**config.mk**
```make
export PLATFORM = sky130hd
export DESIGN_NAME = vi_pattern_gen
export DESIGN_NICKNAME = d
export VERILOG_FILES = /design/src/rtl/vi_pattern_gen.sv
export SDC_FILE = /design/constraint.sdc
export NUM_CORES = 1
export LEC_CHECK = 0
export BUFFER_PORTS_ARGS = -buffer_cell sky130_fd_sc_hd__buf_2
export CAP_MARGIN = 20
export CORE_MARGIN = 4
export CORE_UTILIZATION = 58
export DETAILED_ROUTE_END_ITERATION = 10
export HOLD_SLACK_MARGIN = 0.12
export PLACE_DENSITY = 0.83
export SETUP_SLACK_MARGIN = 0.15
export SYNTH_ARGS = -nofsm -noshare
export SYNTH_HDL_FRONTEND = slang
export SYNTH_SLANG_ARGS = --single-unit
```
**constraint.sdc**
```tcl
create_clock -name clk -period 2.7 [get_ports clk]
set_input_delay 0.135 -clock clk [delete_from_list [all_inputs] [get_ports clk]]
set_output_delay 0.135 -clock clk [all_outputs]
set_load 0.03 [all_outputs]
```
**src/rtl/vi_pattern_gen.sv**
```systemverilog
// Video timing and test-pattern source producing vo_vs/vo_hs/vo_de/vo_data (RGB565).
// Optional horizontal scrolling of patterns 01/10/11 under `VI_PATTERN_GEN_SCROLL_EN.
module vi_pattern_gen #(
   parameter int unsigned H_DISP     = 1280,
   parameter int unsigned H_FP       = 110,
   parameter int unsigned H_SYNC     = 40,
   parameter int unsigned H_BP       = 220,
   parameter int unsigned V_DISP     = 720,
   parameter int unsigned V_FP       = 5,
   parameter int unsigned V_SYNC     = 5,
   parameter int unsigned V_BP       = 20,
   parameter int unsigned CHECK_LOG2 = 5
) (
   input  logic        clk,
   input  logic        rst,
   input  logic        en,
   input  logic [1:0]  mode,
   input  logic [15:0] solid_color,
   output logic        vo_vs,
   output logic        vo_hs,
   output logic        vo_de,
   output logic [15:0] vo_data,
   output logic [15:0] frame_cnt,
   output logic        busy
);

   localparam int unsigned H_TOTAL = H_SYNC + H_BP + H_DISP + H_FP;
   localparam int unsigned V_TOTAL = V_SYNC + V_BP + V_DISP + V_FP;
   localparam int unsigned W_H     = $clog2(H_TOTAL);
   localparam int unsigned W_V     = $clog2(V_TOTAL);
   localparam int unsigned BAR_W   = H_DISP / 8;
   localparam int unsigned H_ACT   = H_SYNC + H_BP;
   localparam int unsigned V_ACT   = V_SYNC + V_BP;

   localparam logic [W_H-1:0] H_LAST_C   = W_H'(H_TOTAL - 1);
   localparam logic [W_H-1:0] H_SYNC_C   = W_H'(H_SYNC);
   localparam logic [W_H-1:0] H_ACT_S_C  = W_H'(H_ACT);
   localparam logic [W_H-1:0] H_ACT_E_C  = W_H'(H_ACT + H_DISP - 1);
   localparam logic [W_H-1:0] BAR_LAST_C = W_H'(BAR_W - 1);
   localparam logic [W_V-1:0] V_LAST_C   = W_V'(V_TOTAL - 1);
   localparam logic [W_V-1:0] V_SYNC_C   = W_V'(V_SYNC);
   localparam logic [W_V-1:0] V_ACT_S_C  = W_V'(V_ACT);
   localparam logic [W_V-1:0] V_ACT_E_C  = W_V'(V_ACT + V_DISP - 1);

   localparam logic [1:0] S_IDLE = 2'd0;
   localparam logic [1:0] S_RUN  = 2'd1;
   localparam logic [1:0] S_STOP = 2'd2;

   logic [1:0]     r_state;
   logic [W_H-1:0] r_h_cnt;
   logic [W_V-1:0] r_v_cnt;
   logic [1:0]     r_mode;
   logic [15:0]    r_solid;
   logic [W_H-1:0] r_bar_px;
   logic [2:0]     r_bar_idx;
   logic           r_vs, r_hs, r_de, r_busy;
   logic [15:0]    r_data;
   logic [15:0]    r_frame_cnt;

   logic [1:0]     w_state_nxt;
   logic [W_H-1:0] w_h_nxt, w_bar_px_nxt;
   logic [W_V-1:0] w_v_nxt;
   logic [1:0]     w_mode_nxt;
   logic [15:0]    w_solid_nxt;
   logic [2:0]     w_bar_idx_nxt;
   logic           w_vs_nxt, w_hs_nxt, w_de_nxt, w_busy_nxt;
   logic [15:0]    w_data_nxt, w_fc_nxt;
   logic           w_adv;

   // Region decode straight from the counters
   logic        w_h_last, w_v_last, w_frame_end;
   logic        w_hs, w_vs, w_h_act, w_v_act, w_de;
   logic [15:0] w_x, w_y, w_xp, w_pix;
   logic [2:0]  w_pre_idx;
   logic [W_H-1:0] w_pre_px;
   logic        w_unused;

   assign w_h_last    = (r_h_cnt == H_LAST_C);
   assign w_v_last    = (r_v_cnt == V_LAST_C);
   assign w_frame_end = w_h_last && w_v_last;
   assign w_hs        = (r_h_cnt < H_SYNC_C);
   assign w_vs        = (r_v_cnt < V_SYNC_C);
   assign w_h_act     = (r_h_cnt >= H_ACT_S_C) && (r_h_cnt <= H_ACT_E_C);
   assign w_v_act     = (r_v_cnt >= V_ACT_S_C) && (r_v_cnt <= V_ACT_E_C);
   assign w_de        = w_h_act && w_v_act;
   assign w_x         = 16'(r_h_cnt) - 16'(H_ACT);
   assign w_y         = 16'(r_v_cnt) - 16'(V_ACT);

`ifdef VI_PATTERN_GEN_SCROLL_EN
   localparam logic [15:0] H_DISP_C = 16'(H_DISP);
   localparam logic [15:0] BAR_W_C  = 16'(BAR_W);
   logic [15:0] w_off, w_x_sum;
   assign w_off     = 16'(r_frame_cnt[7:0]) % H_DISP_C;
   assign w_x_sum   = w_x + w_off;
   assign w_xp      = (w_x_sum >= H_DISP_C) ? (w_x_sum - H_DISP_C) : w_x_sum;
   assign w_pre_idx = 3'(w_off / BAR_W_C);
   assign w_pre_px  = W_H'(w_off % BAR_W_C);
`else
   assign w_xp      = w_x;
   assign w_pre_idx = 3'd0;
   assign w_pre_px  = '0;
`endif

   assign w_unused = ^{w_xp, w_y};

   // Pattern colour for the current counter position
   always_comb begin
      w_pix = 16'h0000;
      case (r_mode)
         2'b00: w_pix = r_solid;
         2'b01: begin
            case (r_bar_idx)
               3'd0:    w_pix = 16'hFFFF;
               3'd1:    w_pix = 16'hFFE0;
               3'd2:    w_pix = 16'h07FF;
               3'd3:    w_pix = 16'h07E0;
               3'd4:    w_pix = 16'hF81F;
               3'd5:    w_pix = 16'hF800;
               3'd6:    w_pix = 16'h001F;
               default: w_pix = 16'h0000;
            endcase
         end
         2'b10:   w_pix = {w_xp[7:3], w_xp[7:2], w_xp[7:3]};
         default: w_pix = (w_xp[CHECK_LOG2] ^ w_y[CHECK_LOG2]) ? 16'hFFFF : 16'h0000;
      endcase
   end

   // Next-state, counter and output computation
   always_comb begin
      w_state_nxt   = r_state;
      w_h_nxt       = r_h_cnt;
      w_v_nxt       = r_v_cnt;
      w_mode_nxt    = r_mode;
      w_solid_nxt   = r_solid;
      w_bar_px_nxt  = r_bar_px;
      w_bar_idx_nxt = r_bar_idx;
      w_fc_nxt      = r_frame_cnt;
      w_vs_nxt      = 1'b0;
      w_hs_nxt      = 1'b0;
      w_de_nxt      = 1'b0;
      w_data_nxt    = 16'h0000;
      w_adv         = 1'b0;

      case (r_state)
         S_IDLE: begin
            w_h_nxt       = '0;
            w_v_nxt       = '0;
            w_bar_px_nxt  = w_pre_px;
            w_bar_idx_nxt = w_pre_idx;
            if (en) w_state_nxt = S_RUN;
         end
         S_RUN: begin
            w_adv = 1'b1;
            if (r_h_cnt == '0 && r_v_cnt == '0) begin
               w_mode_nxt  = mode;
               w_solid_nxt = solid_color;
            end
            if (!en) w_state_nxt = S_STOP;
         end
         S_STOP: begin
            w_adv = 1'b1;
            if (en)               w_state_nxt = S_RUN;
            else if (w_frame_end) w_state_nxt = S_IDLE;
         end
         default: w_state_nxt = S_IDLE;
      endcase

      if (w_adv) begin
         w_vs_nxt   = w_vs;
         w_hs_nxt   = w_hs;
         w_de_nxt   = w_de;
         w_data_nxt = w_de ? w_pix : 16'h0000;
         w_h_nxt    = w_h_last ? '0 : r_h_cnt + W_H'(1);
         if (w_h_last) w_v_nxt = w_v_last ? '0 : r_v_cnt + W_V'(1);
         if (w_frame_end) w_fc_nxt = r_frame_cnt + 16'd1;
         // Bar sub-counter tracks x of the current h_cnt; reloaded at each line wrap
         if (w_h_last) begin
            w_bar_px_nxt  = w_pre_px;
            w_bar_idx_nxt = w_pre_idx;
         end else if (w_h_act) begin
            if (r_bar_px == BAR_LAST_C) begin
               w_bar_px_nxt  = '0;
               w_bar_idx_nxt = r_bar_idx + 3'd1;
            end else begin
               w_bar_px_nxt  = r_bar_px + W_H'(1);
            end
         end
      end

      w_busy_nxt = (w_state_nxt != S_IDLE);
   end

   always_ff @(posedge clk) begin
      if (rst) begin
         r_state     <= S_IDLE;
         r_h_cnt     <= '0;
         r_v_cnt     <= '0;
         r_mode      <= 2'b00;
         r_solid     <= 16'h0000;
         r_bar_px    <= '0;
         r_bar_idx   <= 3'd0;
         r_vs        <= 1'b0;
         r_hs        <= 1'b0;
         r_de        <= 1'b0;
         r_data      <= 16'h0000;
         r_frame_cnt <= 16'h0000;
         r_busy      <= 1'b0;
      end else begin
         r_state     <= w_state_nxt;
         r_h_cnt     <= w_h_nxt;
         r_v_cnt     <= w_v_nxt;
         r_mode      <= w_mode_nxt;
         r_solid     <= w_solid_nxt;
         r_bar_px    <= w_bar_px_nxt;
         r_bar_idx   <= w_bar_idx_nxt;
         r_vs        <= w_vs_nxt;
         r_hs        <= w_hs_nxt;
         r_de        <= w_de_nxt;
         r_data      <= w_data_nxt;
         r_frame_cnt <= w_fc_nxt;
         r_busy      <= w_busy_nxt;
      end
   end

   assign vo_vs     = r_vs;
   assign vo_hs     = r_hs;
   assign vo_de     = r_de;
   assign vo_data   = r_data;
   assign frame_cnt = r_frame_cnt;
   assign busy      = r_busy;

endmodule

```
# ---- Word level (Yosys, flattened, before mapping)
# Index checks and enable logic that the tools add are counted.
dict set report totals {
  out_inout_bits 36
  wordCells 85
  ff_bits 91
}
dict set report classes {
  order_cmp 6
  reduce_logical 17
  addsub 7
  bitwise_logic 3
  n_eq_ne 13
  n_mux 26
}
# op count
set op_table {}
lappend op_table {{one-hot mux 16 bit (7 select lines)} 1}
lappend op_table {{2-to-1 mux 11 bit} 8}
lappend op_table {{one-hot mux 16 bit (3 select lines)} 1}
lappend op_table {{2-to-1 mux 10 bit} 4}
lappend op_table {{adder 11 x 1 -> 11 bit (second input constant)} 2}
lappend op_table {{adder 16 x 1 -> 16 bit (second input constant)} 1}
lappend op_table {{2-to-1 mux 16 bit} 1}
lappend op_table {{2-to-1 mux 3 bit} 5}
lappend op_table {{equality test 11 bit (second input constant)} 1}
lappend op_table {{equality test 11 x 8 -> 1 bit (second input constant)} 1}
lappend op_table {{greater-or-equal comparator 11 x 9 -> 1 bit (second input constant)} 1}
lappend op_table {{<= comparator 11 bit (second input constant)} 1}
lappend op_table {{logical NOT 11 bit} 1}
lappend op_table {{less-than comparator 11 x 6 -> 1 bit (second input constant)} 1}
lappend op_table {{adder 10 x 1 -> 10 bit (second input constant)} 1}
lappend op_table {{equality test 10 bit (second input constant)} 1}
lappend op_table {{greater-or-equal comparator 10 x 5 -> 1 bit (second input constant)} 1}
lappend op_table {{<= comparator 10 bit (second input constant)} 1}
lappend op_table {{logical NOT 10 bit} 1}
lappend op_table {{less-than comparator 10 x 3 -> 1 bit (second input constant)} 1}
lappend op_table {{equality test 3 bit (second input constant)} 3}
lappend op_table {{2-to-1 mux 2 bit} 4}
lappend op_table {{subtractor 8 x 3 -> 8 bit (second input constant)} 1}
lappend op_table {{equality test 3 x 2 -> 1 bit (second input constant)} 2}
lappend op_table {{16 further kinds} 27}

# ---- Longest topological paths before layout
# Gate-level depths: netlist (run 1).
dict set report logic_depth {
  word_depth 6
  mapped_depth 10
  ltp_nobuf 8
}

# ---- Worst setup path after synthesis (run 1)
# No wires, ideal clock.
dict set report synth_path {
  path_kind {reg2reg}
  startpoint {register r_h_cnt[2]}
  endpoint {register r_bar_px[3]}
  setup_slack_ns 0.436
  arrival_ns 2.131
  synth_period_minus_slack_ns 2.264
  stages_incl_launch_ff 9
  n_path_buf 1
  cell_sequence {dfxtp_1 > clkbuf_1 > inv_1 > ha_1 > or3b_4 > o31ai_2 > or3_1 > a2bb2oi_2 > o221ai_1}
}
dict set report synth_between {
  elab_chain_len 5
}
# element line
set synth_rtl {}
lappend synth_rtl {{from (decl)} 50} ;# logic [W_H-1:0] r_h_cnt;
lappend synth_rtl {{from (signal assigned)} 210} ;# r_h_cnt <= w_h_nxt;
lappend synth_rtl {{greater-or-equal comparator 11 x 9 -> 1 bit / <= comparator 11 bit (equally long branches)} 83} ;# assign w_h_act = (r_h_cnt >= H_ACT_S_C) && (r_h_cnt <= H_ACT_E_C);
lappend synth_rtl {{logical AND 1 bit} 83}
lappend synth_rtl {{2-to-1 mux 11 bit} 180} ;# end else if (w_h_act) begin
lappend synth_rtl {{2-to-1 mux 11 bit *} 177} ;# if (w_h_last) begin
lappend synth_rtl {{2-to-1 mux 11 bit *} 168} ;# if (w_adv) begin
lappend synth_rtl {{to (signal assigned)} 214} ;# r_bar_px <= w_bar_px_nxt;
lappend synth_rtl {{to (decl)} 54} ;# logic [W_H-1:0] r_bar_px;
# Mark *: on every way between the ends. The rest lies on a longest branch, timed or not.
# A chain may end at the register's enable or synchronous reset.

# ---- Final worst setup path (run 1)
dict set report layout_path {
  startpoint {register r_h_cnt[2]}
  endpoint {register r_frame_cnt[5], in the netlist frame_cnt[5]}
}
dict set report layout_between {
  elab_chain_len 3
}
# element line
set layout_rtl {}
lappend layout_rtl {{equality test 11 bit} 78} ;# assign w_h_last = (r_h_cnt == H_LAST_C);
lappend layout_rtl {{logical AND 1 bit} 80} ;# assign w_frame_end = w_h_last && w_v_last;
lappend layout_rtl {{AND reduction 2 bit (no source line)} --}
lappend layout_rtl {{to (signal assigned)} 220} ;# r_frame_cnt <= w_fc_nxt;
lappend layout_rtl {{to (decl)} 58} ;# logic [15:0] r_frame_cnt;
# Every way passes these cells.

==> impl_summary.log, run 1 <==
[metrics] die outline area: roughly 0.0096 mm2
[metrics] maximum buffer depth of the clock tree: 2
[metrics] fillcell total: between 600 and 700
[metrics] drt drc: 0
[metrics] worst path buffer plus inverter count: 2
[metrics] crit path kind: reg -> reg
[metrics] post-synth cell types: 60
[metrics] I/O pin count: 57
[metrics] Post-Route Skew: between 0.007 and 0.008 ns
[metrics] half-perimeter wire length of the detailed placement result: roughly 8.1 mm
[metrics] cell count after placement: between 700 and 800
[metrics] ratio of cells with drive above 1 in the final layout: roughly 15%
[metrics] cells along the critical path: inv_1 > ha_1 > or3b_4 > nor3_4 > nand4_1 > buf_4 > or3_1 > a21oi_1
[metrics] cell area after technology mapping: approximately 0.0047 mm2
[metrics] number of global-route vias before repair: between 4,000 and 5,000
[metrics] Die Ht: around 98 um
[metrics] global-route wire length before repair: 19.6 mm
[metrics] Synth Flop Type: dfxtp_1
[metrics] number of storage elements in the synthesis netlist: 91
[metrics] core area: ~0.0078 mm2
[metrics] library cell used as clock root buffer: clkbuf_8
[metrics] number of endpoints with negative hold slack in the final report: 0
[metrics] Post-Layout Cell Count: ~760
[metrics] time the worst path needs with I/O delays and setup: approximately 2.4 ns
[metrics] TritonCTS sink count: approximately 90
[metrics] number of port buffers: 56
[metrics] share of the synthesized area in the top cell type: about two fifths
[metrics] detailed-route via count: 4,479
[metrics] residual overflow from global routing: 0
[metrics] f_max: 423 MHz
[metrics] antenna diode count: 0
[metrics] most common cell after layout, fill and taps aside: dfxtp_1
[metrics] leakage power: roughly 2.1 nW
[metrics] CTS tree: done
[metrics] syn_area_per_cell: ~8.1 um2
[metrics] worst vdd rail ir drop: between 0.2 and 0.3 mV
[metrics] worst-skew pair later-pin latency: 0.38 ns
[metrics] Post-synth EDFFs: 0
[metrics] Worst setup EP type: flop
[metrics] final-stage net count: approximately 690
[metrics] Worst path max stage delay: between 0.4 and 0.5 ns
[metrics] required time worst endpoint: between 3 and 4 ns
[metrics] Post-synth ARST share: 0%
[metrics] post-detailed-routing wire length: between 10 and 15 mm
[metrics] number of antenna violations at the first check in global routing: 0
[metrics] result of the run: complete, no violations
[metrics] placer congestion estimate: 0.959
[metrics] Resized Gates After CTS: 0
[metrics] measured slew at the worst slew-check pin: around 0.64 ns
[metrics] number of maximum-capacitance constraint violations: 0
[metrics] setup TNS: 0 ns
[metrics] total routing resource utilization after global routing: approximately a quarter
[metrics] power per standard cell area: slightly below 500 mW/mm2
[metrics] share of the clock period used by the worst path after layout: approximately 88%
[metrics] signal arrival time at the worst endpoint: around 2.7 ns
[metrics] count of TritonRoute iterations in the first routing pass: 5
[metrics] pin count of the biggest net entering global routing: 52
[metrics] path type of the worst min-delay path: in -> reg
[metrics] Yosys warnings: 0
[metrics] standard cell with the maximum stage delay on the critical path: or3b_4
[metrics] gate count of the mapped netlist: just under 600
[metrics] width of the die: ~100 um
[metrics] standard-cell row count: 32
[metrics] top library cells by usage in the layout, fill and taps aside: dfxtp_1 (91), nand2_1 (80), buf_2 (56), nor2_1 (47), a21oi_1 (43)
[metrics] largest area contributor in the synthesized netlist: dfxtp_1
[metrics] Post-Synthesis Net Count: ~620
[metrics] Synth area leaders: dfxtp_1 (39%), nand2_1 (6.4%), ha_1 (5.9%)
[metrics] vias per std cell: approximately 5.9
[metrics] tightest slew margin relative to the limit: between 50% and 60%
[metrics] sequential element share of the synthesized area: 38.9%
[metrics] unrepaired setup endpoints after global routing: false
[metrics] Final Max Slew Viols: 0
[metrics] overall power of the completed layout: between 2 and 3 mW
[metrics] number of DRC markers after the initial detailed-route iteration: 223
[metrics] clock slew seen by the registers of the worst setup and hold paths: about 0.10 ns
[metrics] CTS buffer count: 9
[metrics] effective utilization at floorplan: between 60% and 70%
[metrics] final antenna-violating net count: 0
[metrics] Final setup violation count: 0
[metrics] crit-path max FO: 8
[metrics] Top Family by Delay on Critical Path: simple AND/OR/NAND/NOR gates
[metrics] total number of H-tree levels: 3
[metrics] Worst Setup Start Kind: flop
[metrics] average wire per standard cell: about 15 um
[metrics] final cell utilization of the core: 70.2%
[metrics] signed area change from the synthesized netlist to the final layout: 16.5%
per-stage QoR:
stage	area, um2	hold slack [ns]	worst slack, ns
after floorplan	4680	0.275	0.436
after global placement	5060	0.382	0.351
after detailed placement	5060	0.385	0.263
after CTS	5440	0.131	0.271
after global routing	5450	0.164	0.153
final	5450	0.140	0.333
worst min-delay path: cells and delay by family:
family | cells | cell delay, ns
buffers and inverters | 2 | 0.15
AOI/OAI and AO/OA | 1 | 0.11
and+or+nand+nor | 1 | 0.06
path summary, 6_finish.rpt:
kind,startpoint,cells after the start,slack (ns),end
setup reg to reg,r_h_cnt[2],8,0.33,frame_cnt[5]
setup / recovery,r_h_cnt[2],8,0.33,frame_cnt[5]
hold reg to reg,r_solid[4],2,0.46,r_solid[4]
hold / removal,en,4,0.14,r_state[1]
flip-flops by register name (all words and copies together), names as in the netlist:
name       count
vo_hs          1
r_v_cnt       10
r_solid       16
frame_cnt     16
r_bar_idx      3
r_state        2
r_mode         2
r_bar_px      11
r_h_cnt       11
vo_vs          1
busy           1
vo_data       16
vo_de          1
power breakdown:
| part | internal (mW) | switching, mW | total (mW) |
|---|---|---|---|
| logic | 0.138 | 0.251 | 0.388 |
| registers | 1.38 | 0.0341 | 1.42 |
| clock network | 0.362 | 0.544 | 0.906 |
final cells by class:
| type | count | area, um2 | area share (%) |
|---|---|---|---|
| clock inverters | 7 | 68.8 | 1.26 |
| flip-flops and latches | 91 | 1820 | 33.4 |
| well taps | 102 | 128 | 2.34 |
| repair buffers | 90 | 581 | 10.6 |
| multi-input cells | 424 | 2600 | 47.6 |
| inverters | 35 | 131 | 2.41 |
| clock buffers | 9 | 124 | 2.27 |
synthesized netlist by cell type, types with 3 or more instances:
cell / number
o21ai_0: 18
nand3b_1: 3
or4_1: 9
buf_2: 9
and2_1: 6
nor2_1: 47
o21a_1: 7
o31ai_1: 8
xor2_1: 5
clkbuf_1: 19
nor2b_1: 5
nand2_1: 80
nor3_1: 25
nor4_1: 6
o211ai_1: 10
a31oi_1: 10
a21o_1: 3
and4_1: 6
nand3_1: 22
nand4_1: 10
xnor2_1: 10
a21oi_1: 43
o31a_1: 4
o221ai_1: 4
ha_1: 22
and3_1: 6
inv_1: 34
a41oi_1: 3
dfxtp_1: 91
a211oi_1: 8
nor3b_1: 5
or3_1: 7
metal layers:
metal  wire [um]  vias up  GRT usage (%)
met5           0        -              0
met4         301        0           10.3
met3         717       35           5.29
met2        5580      166           41.4
met1        5110     2064           30.7
li1            -     2214              -
logic make-up (layout without fill, tap and decap cells):
| family | Yosys count | after routing | synth area share, % |
|---|---|---|---|
| XOR/XNOR | 15 | 15 | 2.81 |
| AND/OR/NAND/NOR | 247 | 247 | 26.4 |
| buffers and inverters | 64 | 141 | 5.54 |
| flip-flops | 91 | 91 | 38.9 |
| AO/OA/AOI/OAI | 137 | 137 | 19.5 |
| multiplexers | 3 | 3 | 0.936 |
| adder cells (fa/ha/maj) | 22 | 22 | 5.88 |
repair_timing:
item                       in CTS  in global routing
buffers inserted                0                  2
setup endpoints to repair       0                 10
hold endpoints to repair       18                  0
hold buffers                   18                  0
Power figures use the tool's default switching activity.
==> run 2, diff against run 1 <==
--- a/config.mk
+++ b/config.mk
@@ -8,10 +8,10 @@
 export BUFFER_PORTS_ARGS = -buffer_cell sky130_fd_sc_hd__buf_2
 export CAP_MARGIN = 20
 export CORE_MARGIN = 4
-export CORE_UTILIZATION = 58
+export CORE_UTILIZATION = 52
 export DETAILED_ROUTE_END_ITERATION = 10
 export HOLD_SLACK_MARGIN = 0.12
-export PLACE_DENSITY = 0.83
+export PLACE_DENSITY = 0.76
 export SETUP_SLACK_MARGIN = 0.15
 export SYNTH_ARGS = -nofsm -noshare
 export SYNTH_HDL_FRONTEND = slang
==> constraint.sdc (replaced) <==
create_clock -name clk -period 2.7 [get_ports clk]
set_input_delay 0.135 -clock clk [delete_from_list [all_inputs] [get_ports clk]]
set_output_delay 0.135 -clock clk [all_outputs]
set_load 0.02 [all_outputs]
==> run 2 against run 1 <==
Via count is 0.13% lower. Fmax fell by 1.7%. Utilization decreased by 7.3 points. Clock-buffer cell count stayed put.
==> impl_summary.log, run 2 (synthesized netlist as in run 1, its figures left out) <==
[metrics] Seq. cell area: 0.00182 mm2 (unchanged)
[metrics] standard cell with the maximum stage delay on the critical path: or3b_4
[metrics] detailed-route via count: 4,473 (-0.13%)
[metrics] number of cell instances on the worst register-to-register path: 8 (unchanged)
[metrics] hold path cells: 4 (unchanged)
[metrics] total routing resource utilization after global routing: 22.3% (-2.3 points)
[metrics] number of endpoints with negative hold slack in the final report: 0 (unchanged)
[metrics] result of the run: complete, no violations
[metrics] setup slack after placement: 0.302 ns (+0.0390 ns)
[metrics] residual overflow from global routing: 0 (unchanged)
[metrics] final antenna-violating net count: 0 (unchanged)
[metrics] Die Ht: 103 um (+5.2%)
[metrics] tightest slew margin relative to the limit: 63.7% (+6.9 points)
[metrics] pin count of the biggest net entering global routing: 53 (+1.9%)
[metrics] maximum buffer depth of the clock tree: 2 (unchanged)
[metrics] number of maximum-capacitance constraint violations: 0 (unchanged)
[metrics] final-stage net count: 695 (+0.14%)
[metrics] I/O pin count: 57 (unchanged)
[metrics] most common cell after layout, fill and taps aside: dfxtp_1
[metrics] power per standard cell area: 493 mW/mm2 (-0.93%)
[metrics] Final setup violation count: 0 (unchanged)
[metrics] Worst path max stage delay: 0.41 ns (about the same)
[metrics] top library cells by usage in the layout, fill and taps aside: dfxtp_1 (91), nand2_1 (80), buf_2 (56), nor2_1 (47), a21oi_1 (43)
[metrics] standard-cell row count: 34 (+6.3%)
[metrics] vias per std cell: 5.85 (-1.0%)
[metrics] worst path buffer plus inverter count: 2 (unchanged)
[metrics] library cell used as clock root buffer: clkbuf_8
[metrics] drt drc: 0 (unchanged)
[metrics] overall power of the completed layout: 2.70 mW (-0.40%)
[metrics] cells along the critical path: inv_1 > ha_1 > or3b_4 > nor3_4 > nand4_1 > buf_4 > or3_1 > a21oi_1
[metrics] f_max: 415 MHz (-1.7%)
[metrics] clock slew seen by the registers of the worst setup and hold paths: 0.10 ns (about the same)
[metrics] fillcell total: 722 (+18%)
[metrics] crit-path max FO: 9 (+1)
[metrics] Worst setup EP type: flop
[metrics] worst hold path startpoint: en
[metrics] leakage power: 2.13 nW (-0.14%)
[metrics] hold slack final: 0.153 ns (+0.0128 ns)
[metrics] multi-input gate area in the final layout: 0.00261 mm2 (+0.43%)
[metrics] FF-to-FF Start: r_h_cnt[3]
[metrics] measured slew at the worst slew-check pin: 0.544 ns (-0.0995 ns)
[metrics] setup TNS: 0 ns (unchanged)
[metrics] effective utilization at floorplan: 53.6% (-6.6 points)
[metrics] total number of H-tree levels: 3 (unchanged)
[metrics] width of the die: 103 um (+5.2%)
[metrics] CTS buffer count: 9 (unchanged)
[metrics] half-perimeter wire length of the detailed placement result: 8.12 mm (about the same)
[metrics] path type of the worst min-delay path: in -> reg
[metrics] number of DRC markers after the initial detailed-route iteration: 213 (-4.5%)
[metrics] Top Family by Delay on Critical Path: simple AND/OR/NAND/NOR gates
[metrics] post-detailed-routing wire length: 11.5 mm (-2.1%)
[metrics] Setup WS post-layout: 0.292 ns (-0.0408 ns)
[metrics] antenna diode count: 0 (unchanged)
[metrics] number of antenna violations at the first check in global routing: 0 (unchanged)
[metrics] crit path kind: reg -> reg
[metrics] Final Max Slew Viols: 0 (unchanged)
[metrics] Critical Path Start: r_h_cnt[3]
[metrics] die outline area: 0.0106 mm2 (+11%)
[metrics] signed area change from the synthesized netlist to the final layout: 17.1%
[metrics] placer congestion estimate: 0.965 (+0.58%)
[metrics] ratio of cells with drive above 1 in the final layout: 15.1% (+0.13 points)
[metrics] number of global-route vias before repair: 4,178 (-0.43%)
[metrics] number of port buffers: 56 (unchanged)
[metrics] worst vdd rail ir drop: 0.252 mV (-0.35%)
[metrics] count of TritonRoute iterations in the first routing pass: 4 (-1)
[metrics] CTS tree: done
[metrics] time the worst path needs with I/O delays and setup: 2.41 ns (+0.0408 ns)
[metrics] worst reg2reg setup slack: 0.29 ns (-0.04 ns)
[metrics] global-route wire length before repair: 19.0 mm (-3.0%)
[metrics] required time worst endpoint: 3.00 ns (about the same)
[metrics] signal arrival time at the worst endpoint: 2.71 ns (+0.03 ns)
[metrics] core area: 0.00872 mm2 (+12%)
[metrics] share of the clock period used by the worst path after layout: 89.2% (+1.5 points)
[metrics] unrepaired setup endpoints after global routing: false
[metrics] worst-skew pair later-pin latency: 0.37 ns (about the same)
[metrics] logic depth of the worst path, buffers included: 8 (unchanged)
[metrics] Post-Route Skew: 0.0121 ns (+0.00423 ns)
[metrics] average wire per standard cell: 15.0 um (-3.0%)
[metrics] TritonCTS sink count: 91 (unchanged)
[metrics] Worst Setup Start Kind: flop
[run 2: cell types whose count changed in the layout (fill, tap and decap cells not counted), sizes merged]
cell	before	now
clkinv	4	3
inv	38	37
clkinvlp	0	2
buf	72	73
[run 2: final cells by class]
type / count / area share, %
clock buffers: 9 / 2.26
clock inverters: 7 / 1.30
inverters: 35 / 2.40
multi-input cells: 424 / 47.6
flip-flops and latches: 91 / 33.2
well taps: 108 / 2.47
repair buffers: 91 / 10.7
[run 2: metrics by stage]
step,utilization [%],cells,cell area [um2]
floorplan,-,579,4680
global placement,58.1,728,5070
detailed placement,58.1,728,5070
CTS,62.5,762,5450
global route,62.8,765,5480
finish,62.8,765,5480
[run 2: worst reg2reg max path, cell delays in order, from the launching register on]
cell,delay (ns)
dfxtp_1,0.40
inv_1,0.13
ha_1,0.18
or3b_4,0.41
nor3_4,0.30
nand4_1,0.24
buf_4,0.24
or3_1,0.31
a21oi_1,0.14
[run 2: report_power, final]
group | switching, mW | leakage (nW) | internal (mW)
Sequential | 0.0350 | 0.735 | 1.38
Clock | 0.538 | 0.0926 | 0.360
Combinational | 0.238 | 1.31 | 0.146
[run 2: path summary, 6_finish.rpt]
kind,end
worst max-delay path,frame_cnt[7]
worst min-delay path,r_state[1]
worst max register to register,frame_cnt[7]
worst min register to register,r_solid[2]
[run 2: metal layers]
layer	up-vias	GRT usage, %	routed length (um)	share of wire (%)
met1	2086	28.2	5070	44
met5	-	0	0	0
met3	24	4.80	622	5.4
met4	0	8.17	256	2.2
li1	2220	-	-	-
met2	143	37.6	5510	48
[run 2: repair_timing]
action	4_1_cts	5_1_grt
hold endpoints to repair	18	0
hold buffers	18	0
resized for setup	0	1
endpoints found under the setup margin	0	18
buffers inserted	0	3
==> run 3, diff against run 2 <==
--- a/config.mk
+++ b/config.mk
@@ -5,13 +5,13 @@
 export SDC_FILE = /design/constraint.sdc
 export NUM_CORES = 1
 export LEC_CHECK = 0
-export BUFFER_PORTS_ARGS = -buffer_cell sky130_fd_sc_hd__buf_2
 export CAP_MARGIN = 20
 export CORE_MARGIN = 4
 export CORE_UTILIZATION = 52
 export DETAILED_ROUTE_END_ITERATION = 10
+export DONT_BUFFER_PORTS = 1
 export HOLD_SLACK_MARGIN = 0.12
-export PLACE_DENSITY = 0.76
+export PLACE_DENSITY = 0.7
 export SETUP_SLACK_MARGIN = 0.15
 export SYNTH_ARGS = -nofsm -noshare
 export SYNTH_HDL_FRONTEND = slang
==> run 3 against run 2 <==
Critical path depth is the same. Critical path type unchanged. Register-to-register slack worse by 0.05 ns. Critical endpoint is now frame_cnt[15]. Total power decreased by 0.55%.
==> impl_summary.log, run 3 (synthesized netlist as in run 1, its figures left out) <==
[metrics] result of the run: complete, no violations
[metrics] final-stage net count: 642 (-7.6%)
[metrics] crit-path max FO: 9 (unchanged)
[metrics] count of TritonRoute iterations in the first routing pass: 5 (+1)
[metrics] measured slew at the worst slew-check pin: 0.785 ns (+0.241 ns)
[metrics] Final setup violation count: 0 (unchanged)
[metrics] f_max: 407 MHz (-2.1%)
[metrics] antenna diode count: 0 (unchanged)
[metrics] TritonCTS sink count: 91 (unchanged)
[metrics] ratio of cells with drive above 1 in the final layout: 7.62% (-7.5 points)
[metrics] top library cells by usage in the layout, fill and taps aside: dfxtp_1 (90), nand2_1 (80), nor2_1 (47), a21oi_1 (43), inv_1 (34)
[metrics] signed area change from the synthesized netlist to the final layout: 12.1%
[metrics] width of the die: 103 um (unchanged)
[metrics] setup TNS: 0 ns (unchanged)
[metrics] pin count of the biggest net entering global routing: 52 (-1.9%)
[metrics] clock slew seen by the registers of the worst setup and hold paths: 0.10 ns (about the same)
[metrics] maximum buffer depth of the clock tree: 2 (unchanged)
[metrics] signal arrival time at the worst endpoint: 2.77 ns (+0.06 ns)
[metrics] total number of H-tree levels: 3 (unchanged)
[metrics] I/O pin count: 57 (unchanged)
[metrics] number of port buffers: 0 (-100%)
[metrics] CTS buffer count: 9 (unchanged)
[metrics] share of the clock period used by the worst path after layout: 91.1% (+1.9 points)
[metrics] post-detailed-routing wire length: 11.6 mm (+0.91%)
[metrics] worst vdd rail ir drop: 0.231 mV (-8.4%)
[metrics] cell area after layout: 0.00524 mm2 (-4.3%)
[metrics] residual overflow from global routing: 0 (unchanged)
[metrics] vias per std cell: 6.05 (+3.6%)
[metrics] die outline area: 0.0106 mm2 (unchanged)
[metrics] number of DRC markers after the initial detailed-route iteration: 263 (+23%)
[metrics] standard-cell row count: 34 (unchanged)
[metrics] unrepaired setup endpoints after global routing: false
[metrics] half-perimeter wire length of the detailed placement result: 7.93 mm (-2.3%)
[metrics] number of global-route vias before repair: 3,882 (-7.1%)
[metrics] total routing resource utilization after global routing: 22.2% (-0.080 points)
[metrics] worst-skew pair later-pin latency: 0.37 ns (about the same)
[metrics] power per standard cell area: 512 mW/mm2 (+4.0%)
[metrics] number of antenna violations at the first check in global routing: 0 (unchanged)
[metrics] final antenna-violating net count: 0 (unchanged)
[metrics] cell area reported after detailed placement: 0.00478 mm2 (-5.8%)
[metrics] detailed-route via count: 4,311 (-3.6%)
[metrics] placer congestion estimate: 0.928 (-3.9%)
[metrics] core area: 0.00872 mm2 (unchanged)
[metrics] required time worst endpoint: 3.01 ns (about the same)
[metrics] library cell used as clock root buffer: clkbuf_8
[metrics] Die Ht: 103 um (unchanged)
[metrics] Post-Route Skew: 0.0108 ns (-0.00135 ns)
[metrics] drt drc: 0 (unchanged)
[metrics] Final Max Slew Viols: 0 (unchanged)
[metrics] leakage power: 1.87 nW (-12%)
[metrics] overall power of the completed layout: 2.69 mW (-0.55%)
[metrics] CTS tree: done
[metrics] most common cell after layout, fill and taps aside: dfxtp_1
[metrics] crit path kind: reg -> reg
[metrics] number of endpoints with negative hold slack in the final report: 0 (unchanged)
[metrics] Worst setup EP type: flop
[metrics] tightest slew margin relative to the limit: 47.3% (-16 points)
[metrics] Worst Setup Start Kind: flop
[metrics] average wire per standard cell: 16.2 um (+8.4%)
[metrics] global-route wire length before repair: 18.8 mm (-1.2%)
[metrics] effective utilization at floorplan: 53.6% (unchanged)
[metrics] path type of the worst min-delay path: in -> reg
[metrics] time the worst path needs with I/O delays and setup: 2.46 ns (+0.0512 ns)
[metrics] number of maximum-capacitance constraint violations: 0 (unchanged)
==> run 3: stage by stage <==
step | util [%] | worst slack [ns] | hold WS (ns) | instances
global route | 60.1 | 0.157 | 0.189 | 712
detailed placement | 54.8 | 0.225 | 0.214 | 670
CTS | 59.4 | 0.184 | 0.163 | 707
global placement | 54.8 | 0.306 | 0.212 | 670
floorplan | - | 0.436 | 0.275 | 579
finish | 60.1 | 0.241 | 0.182 | 712
==> run 3: area by class of cell <==
| class | count | area [um2] |
|---|---|---|
| multi-input cells | 424 | 2610 |
| fillers | 761 | 3480 |
| inverters | 35 | 131 |
| clock buffers | 9 | 124 |
| well taps | 108 | 135 |
| flip-flops and latches | 91 | 1820 |
| repair buffers | 38 | 352 |
| clock inverters | 7 | 63.8 |
==> run 3: repair_timing <==
action / in CTS / in global routing
hold buffers: 21 / 0
resized for setup: 0 / 4
cloned: 0 / 0
endpoints found under the setup margin: 1 / 21
hold endpoints to repair: 52 / 0
pin swaps: 2 / 3
setup buffers: 0 / 5
==> run 3: report_power, final <==
group / internal (mW) / switching (mW)
clock network: 0.357 / 0.546
registers: 1.38 / 0.0457
logic: 0.125 / 0.229
==> run 3: worst max-delay path, cell delays in order (launching register included) <==
cell	delay (ns)
dfxtp_2	0.38
inv_1	0.13
ha_1	0.21
or3b_4	0.42
nor3_4	0.31
nand4_1	0.14
buf_4	0.20
or4_1	0.46
a21oi_1	0.14
==> run 3: layer usage <==
layer / GRT usage (%) / vias to the layer above / part of all wire, %
met1: 30.3 / 2026 / 44
li1: - / 2110 / -
met2: 34.6 / 153 / 48
met3: 4.26 / 22 / 6.7
met4: 9.26 / 0 / 2.1
met5: 0 / - / 0
==> run 3: path summary, 6_finish.rpt <==
kind,start,slack (ns),endpoint,depth (start not counted)
min reg2reg,r_solid[0],0.46,r_solid[0],2
min,rst,0.18,r_bar_idx[1],2
max,r_h_cnt[3],0.24,frame_cnt[15],8
max reg2reg,r_h_cnt[3],0.24,frame_cnt[15],8
